<file path="src/rtl/mem_arbiter.sv">
// Round-robin arbiter that serialises instruction fetches and data loads/stores
// onto one backing-memory port, one transaction at a time, with a response watchdog.
module mem_arbiter #(
    parameter int XLEN    = 32,
    parameter int AW      = 32,
    parameter int TIMEOUT = 255
) (
    input  logic              clk,
    input  logic              reset,

    input  logic              i_req_valid,
    output logic              i_req_ready,
    input  logic [AW-1:0]     i_req_addr,
    output logic              i_resp_valid,
    output logic [XLEN-1:0]   i_resp_data,
    output logic              i_resp_err,

    input  logic              d_req_valid,
    output logic              d_req_ready,
    input  logic [AW-1:0]     d_req_addr,
    input  logic              d_req_wen,
    input  logic [XLEN-1:0]   d_req_wdata,
    input  logic [XLEN/8-1:0] d_req_wmask,
    output logic              d_resp_valid,
    output logic [XLEN-1:0]   d_resp_data,
    output logic              d_resp_err,

    output logic              m_req_valid,
    input  logic              m_req_ready,
    output logic [AW-1:0]     m_req_addr,
    output logic              m_req_wen,
    output logic [XLEN-1:0]   m_req_wdata,
    output logic [XLEN/8-1:0] m_req_wmask,
    input  logic              m_resp_valid,
    input  logic [XLEN-1:0]   m_resp_data
);
    localparam logic [7:0] WD_LAST = 8'(TIMEOUT - 1);

    typedef enum logic [1:0] {S_IDLE, S_REQ, S_WAIT, S_RESP} state_t;

    state_t          r_state;
    logic            r_last_d;
    logic            r_owner_d;
    logic            r_wen;
    logic [7:0]      r_wdog;

    logic            w_idle;
    logic            w_grant_i;
    logic            w_grant_d;
    logic [AW-1:0]   w_sel_addr;
    logic [XLEN-1:0] w_cap_data;
    logic            w_finish;
    logic [XLEN-1:0] w_fin_data;
    logic            w_fin_err;

    // Ready is withheld while reset is asserted so no handshake is lost to it.
    assign w_idle      = reset && (r_state == S_IDLE);
    assign w_grant_i   = w_idle && i_req_valid && (!d_req_valid || r_last_d);
    assign w_grant_d   = w_idle && d_req_valid && (!i_req_valid || !r_last_d);
    assign i_req_ready = w_grant_i;
    assign d_req_ready = w_grant_d;

    assign w_sel_addr  = w_grant_d ? d_req_addr : i_req_addr;
    assign w_cap_data  = r_wen ? '0 : m_resp_data;

    // A response coinciding with the watchdog expiry wins over the timeout.
    always_comb begin
        w_finish   = 1'b0;
        w_fin_data = '0;
        w_fin_err  = 1'b0;
        case (r_state)
            S_REQ: begin
                if (m_req_ready && m_resp_valid) begin
                    w_finish   = 1'b1;
                    w_fin_data = w_cap_data;
                end
            end
            S_WAIT: begin
                if (m_resp_valid) begin
                    w_finish   = 1'b1;
                    w_fin_data = w_cap_data;
                end else if (r_wdog == WD_LAST) begin
                    w_finish   = 1'b1;
                    w_fin_err  = 1'b1;
                end
            end
            default: ;
        endcase
    end

    always_ff @(posedge clk) begin
        if (!reset) begin
            r_state      <= S_IDLE;
            r_last_d     <= 1'b1;
            r_owner_d    <= 1'b0;
            r_wen        <= 1'b0;
            r_wdog       <= '0;
            i_resp_valid <= 1'b0;
            i_resp_data  <= '0;
            i_resp_err   <= 1'b0;
            d_resp_valid <= 1'b0;
            d_resp_data  <= '0;
            d_resp_err   <= 1'b0;
            m_req_valid  <= 1'b0;
            m_req_addr   <= '0;
            m_req_wen    <= 1'b0;
            m_req_wdata  <= '0;
            m_req_wmask  <= '0;
        end else begin
            i_resp_valid <= 1'b0;
            i_resp_data  <= '0;
            i_resp_err   <= 1'b0;
            d_resp_valid <= 1'b0;
            d_resp_data  <= '0;
            d_resp_err   <= 1'b0;

            case (r_state)
                S_IDLE: begin
                    if (w_grant_i || w_grant_d) begin
                        r_owner_d   <= w_grant_d;
                        r_last_d    <= w_grant_d;
                        r_wen       <= w_grant_d && d_req_wen;
                        m_req_valid <= 1'b1;
                        m_req_addr  <= w_sel_addr & ~(AW'(3));
                        m_req_wen   <= w_grant_d && d_req_wen;
                        m_req_wdata <= w_grant_d ? d_req_wdata : '0;
                        m_req_wmask <= w_grant_d ? d_req_wmask : '0;
                        r_state     <= S_REQ;
                    end
                end
                S_REQ: begin
                    if (m_req_ready) begin
                        m_req_valid <= 1'b0;
                        m_req_addr  <= '0;
                        m_req_wen   <= 1'b0;
                        m_req_wdata <= '0;
                        m_req_wmask <= '0;
                        r_wdog      <= '0;
                        r_state     <= w_finish ? S_RESP : S_WAIT;
                    end
                end
                S_WAIT: begin
                    if (w_finish) begin
                        r_state <= S_RESP;
                    end else begin
                        r_wdog <= r_wdog + 8'd1;
                    end
                end
                default: begin
                    r_state <= S_IDLE;
                end
            endcase

            if (w_finish) begin
                if (r_owner_d) begin
                    d_resp_valid <= 1'b1;
                    d_resp_data  <= w_fin_data;
                    d_resp_err   <= w_fin_err;
                end else begin
                    i_resp_valid <= 1'b1;
                    i_resp_data  <= w_fin_data;
                    i_resp_err   <= w_fin_err;
                end
            end
        end
    end
endmodule

</file>
<file path="config.mk">
export PLATFORM = sky130hd
export DESIGN_NAME = mem_arbiter
export DESIGN_NICKNAME = d
export VERILOG_FILES = /design/src/rtl/mem_arbiter.sv
export SDC_FILE = /design/constraint.sdc
export NUM_CORES = 1
export LEC_CHECK = 0
export BUFFER_PORTS_ARGS = -buffer_cell sky130_fd_sc_hd__buf_2
export CAP_MARGIN = 20
export CELL_PAD_IN_SITES_DETAIL_PLACEMENT = 1
export CELL_PAD_IN_SITES_GLOBAL_PLACEMENT = 1
export CORE_MARGIN = 2
export CORE_UTILIZATION = 25
export DETAILED_ROUTE_END_ITERATION = 10
export HOLD_SLACK_MARGIN = 0.06
export PLACE_DENSITY_LB_ADDON = 0.1
export REMOVE_ABC_BUFFERS = 1
export SYNTH_ARGS = -nofsm -noshare
export SYNTH_HDL_FRONTEND = slang
export SYNTH_SLANG_ARGS = --single-unit
</file>
<file path="constraint.sdc">
create_clock -name clk -period 2.62 [get_ports clk]
set_clock_uncertainty 0.15 [all_clocks]
set_input_delay 0.524 -clock clk [delete_from_list [all_inputs] [get_ports clk]]
set_output_delay 0.524 -clock clk [all_outputs]
set_load 0.02 [all_outputs]
</file>
# Word-level counts from Yosys, hierarchy flattened
# Index checks and enable logic that the tools add are counted.
# totals
reg_bits	151
in_bits	139
out_inout_bits	140
elab_cells	85
# classes
n_addsub	1
eq_ne	7
muxes	36
bitwise_logic	2
reduce_logical	23
# ops
cell	n
$mux W32	8
$pmux W32 S2	3
$mux W8	2
$pmux W8 S2	1
$mux W4	3
$reduce_and A3 Y1	4
$mux W1	11
$add A8 B1 Y8 const B	1
$eq A8 B8 Y1 const B	1
$pmux W4 S2	1
$logic_and A1 B1 Y1	7
$mux W2	3
$ne A2 B2 Y1 const B	3
$pmux W1 S2	3
$pmux W2 S3	1
$reduce_and A2 Y1	2
$reduce_bool A2 Y1	2
$logic_not A1 Y1	3
$logic_or A1 B1 Y1	3
$reduce_or A3 Y1	1
$eq A2 B1 Y1 const B	1
$eq A2 B2 Y1 const B	1
$logic_not A2 Y1	1
$ne A2 B1 Y1 const B	1
$not A1 Y1	2

# Logic depth before layout (Yosys ltp)
# depth
word_depth	7
ltp_mapped	9
depth_no_buf	6

# Worst setup path after synthesis
# OpenSTA, ideal clock, no wires.
# synth_timing
path_kind	flip-flop to output port
start	reg r_state[0]
end	out d_req_ready
t_arrival_ns	1.485
setup_slack_ns	0.461
stages_incl_launch_ff	9
path_cell_list	dfxtp_1 -> inv_1 -> ha_1 -> buf_2 -> nand3_1 -> nand2b_1 -> buf_2 -> buf_2 -> inv_1
# synth_between
elab_chain_len	4
# synth_lines
item	line_no	text
start, declared	41	state_t r_state;
start signal, assigned	139	r_state <= w_finish ? S_RESP : S_WAIT;
$logic_not A2 Y1	57	assign w_idle = reset && (r_state == S_IDLE);
$logic_and A1 B1 Y1	57	
$logic_and A1 B1 Y1 (2 in a row)	59	assign w_grant_d = w_idle && d_req_valid && (!i_req_valid || !r_last_d);
end, declared	19	output logic d_req_ready,
# No other way between the ends.

# Worst setup path after layout
# Ends and elaborated chain as after synthesis.

==> impl_metrics.env <==
export IMPL_start_kind="flop"
export IMPL_finalMaxSlewViolations=0
export IMPL_required_ns=1.95
export IMPL_core_area_um2=20400
export IMPL_die_area_um2=22100
export IMPL_grt_max_degree=65
export IMPL_ys_warn_count=0
export IMPL_vias=4723
export IMPL_outcome="complete, no violations"
export IMPL_post_route_drc_count=0
export IMPL_use_met1=0.166
export IMPL_grtUsageMet2=0.259
export IMPL_vias_per_cell=4.56
export IMPL_wirelength_um=16700
export IMPL_synthMuxAreaShare=0.0670
export IMPL_fmax_mhz=411
export IMPL_cts_tree="yes"
export IMPL_use_met3=0.0699
export IMPL_setup_violations=0
export IMPL_dp_hpwl_um=12200
export IMPL_synth_async_reset_ratio=0
export IMPL_critPathCaptureType="output port"
export IMPL_synth_seq_area_share=0.571
export IMPL_yosys_top_cells_area="dfxtp_1, and3_1, mux2i_1"
export IMPL_hold_violations=0
export IMPL_timing_final_crit_share=0.929
export IMPL_synth_top_family_by_area="simple AND/OR/NAND/NOR gates"
export IMPL_worst_slew_pin_slew_ns=0.642
export IMPL_yosys_cell_types_count=40
export IMPL_fp_dieW_um=149
export IMPL_critPathSlowestCell="dfxtp_1"
export IMPL_crit_buf_inv=3
export IMPL_crit_chain="inv_1, ha_2, nand3_1, nand2b_2, inv_1, buf_2"
export IMPL_synthesis_area_um2=5230
export IMPL_grt_util_all_layers=0.150
export IMPL_hold_ws_ns=0.184
export IMPL_grt_pass1_vias=4896
export IMPL_max_slew_margin=0.567
export IMPL_fp_row_count=52
export IMPL_syn_inst=488
export IMPL_ctsHtreeMaxLevel=4
export IMPL_min_period_ns=2.43
export IMPL_drive_above_1_share=0.428
export IMPL_ys_ff_latch=149
export IMPL_synthXorXnorAreaFrac=0
export IMPL_cpLargestDelayFamily="simple AND/OR/NAND/NOR gates"
export IMPL_grt_setup_unrepaired="false"
export IMPL_drt_iter0_markers=140
export IMPL_synth_avg_cell_area_um2=10.7
export IMPL_critical_path_class="flop to output port"
export IMPL_cts_clk_slew_worst_paths_ns=0.07
export IMPL_numCtsBuffers=17
export IMPL_worst_endpoint_arrival_ns=1.76
export IMPL_dieHeight_um=149
export IMPL_maxCapViolCount=0
export IMPL_top_usage_layer="met2"
export IMPL_max_vdd_ir_drop_v=0.000391
export IMPL_synthToLayoutAreaGrowth_pct=43.8
export IMPL_finalPower_mw=6.97
export IMPL_crit_top_cell="inv_1"
export IMPL_port_buffers=272
export IMPL_synth_edf_count=0
export IMPL_grt_pass1_wl_um=26000
export IMPL_root_buffer="clkbuf_16"
export IMPL_clk_latency_ns=0.41
export IMPL_grt_overflow=0
export IMPL_utilization=0.369
export IMPL_synth_compound_area_share=0.145
export IMPL_ys_flop_type="dfxtp_1"
export IMPL_routedWlPerCell_um=16.2
export IMPL_cts_sinks=149
export IMPL_synth_simple_area_share=0.156
export IMPL_synthAdderAreaFrac=0.0144
export IMPL_yosys_area_top_type_share=0.571
export IMPL_dp_slack_ns=0.324
export IMPL_yosys_cell_count_top_type="dfxtp_1"
export IMPL_antenna_found_initial=2
export IMPL_ios=279
export IMPL_fin_ws_ns=0.185
export IMPL_yosys_top_cells_count="dfxtp_1, and3_1, nor2_1"
export IMPL_cts_path_max_buffers=2
export IMPL_synth_top_area_cell="dfxtp_1"
export IMPL_max_stage_delay_ns=0.34
export IMPL_cp_max_fo=10
export IMPL_hold_path_class="input port to flop"
export IMPL_layout_nets=896
export IMPL_p_per_area_nw_per_um2=927
export IMPL_leakagePower_nw=3.91
export IMPL_start_util=0.257
export IMPL_ant_nets=0
export IMPL_dr_pass1_iters=4
export IMPL_place_congestion=0.741
-- metal layers --
layer / part of all wire / vias to the layer above
met5: 0 / -
met4: 0.016 / 0
met3: 0.096 / 18
met2: 0.49 / 165
met1: 0.40 / 2256
li1: - / 2284
-- through the flow --
stage               setup TNS (ns)  instances  cell area, um^2
global placement                 0       1002             6890
floorplan                    -6.87        447             5030
detailed placement               0       1002             6890
global route                     0       1035             7510
finish                           0       1036             7510
CTS                              0       1034             7510
-- power breakdown --
group          switching, mW  internal [mW]  total [mW]
registers              0.143           2.52        2.66
logic                   1.13          0.620        1.75
clock network           1.07           1.49        2.56
total                   2.34           4.63        6.97
-- flip-flops by register name (all words and copies together) (netlist names) --
name / flops
d_resp_err: 1
m_req_wdata: 32
m_req_wmask: 4
i_resp_err: 1
d_resp_data: 32
m_req_valid: 1
r_wen: 1
r_wdog: 8
r_state: 2
d_resp_valid: 1
r_last_d: 1
r_owner_d: 1
m_req_wen: 1
i_resp_valid: 1
m_req_addr: 30
i_resp_data: 32
-- cell families after synthesis --
kind of cell | count (synthesis)
adders and majority gates | 6
other | 1
buffers and inverters | 52
AOI/OAI and AO/OA | 97
muxes | 35
DFF | 149
and+or+nand+nor | 148
-- final timing paths --
kind / from / to / slack, ns / cells past startpoint
worst min-delay path: m_resp_data[0] / i_resp_data[0] / 0.18 / 2
worst max-delay path: r_state[0] / d_req_ready / 0.19 / 6
worst min register to register: m_req_addr[21] / m_req_addr[21] / 0.31 / 1
worst max register to register: r_state[1] / d_resp_data[6] / 0.33 / 7
-- repair_timing --
action / 4_1_cts / 5_1_grt
gates resized for setup: 1 / 1
pin swaps: 0 / 0
setup endpoints to repair: 1 / 2
hold buffers: 0 / 0
setup buffers: 0 / 0
-- layout make-up --
| type | count | area (um^2) |
|---|---|---|
| diodes | 2 | 5.00 |
| multi-input cells | 288 | 2030 |
| well taps | 270 | 338 |
| repair buffers | 285 | 1510 |
| clock inverters | 13 | 159 |
| inverters | 10 | 37.5 |
| flip-flops and latches | 149 | 2980 |
| fillers | 2357 | 12800 |
| clock buffers | 19 | 453 |
-- cell usage in the layout, fill, tap and decap left out, types with 3 or more instances in the layout --
cell type,instances
or4_1,3
and3_1,65
buf_12,4
o2bb2ai_1,30
o21ai_0,6
ha_1,5
nor2_1,42
a21oi_1,7
mux2i_1,35
nand4_1,3
inv_1,9
nor4_1,4
buf_2,272
dfxtp_1,149
buf_4,9
a22oi_1,37
inv_8,3
nand3_1,5
clkbuf_16,17
nand2_1,12
o31ai_1,4
or3_1,4
inv_6,6
Note: power is estimated with default switching activity, not from simulation.
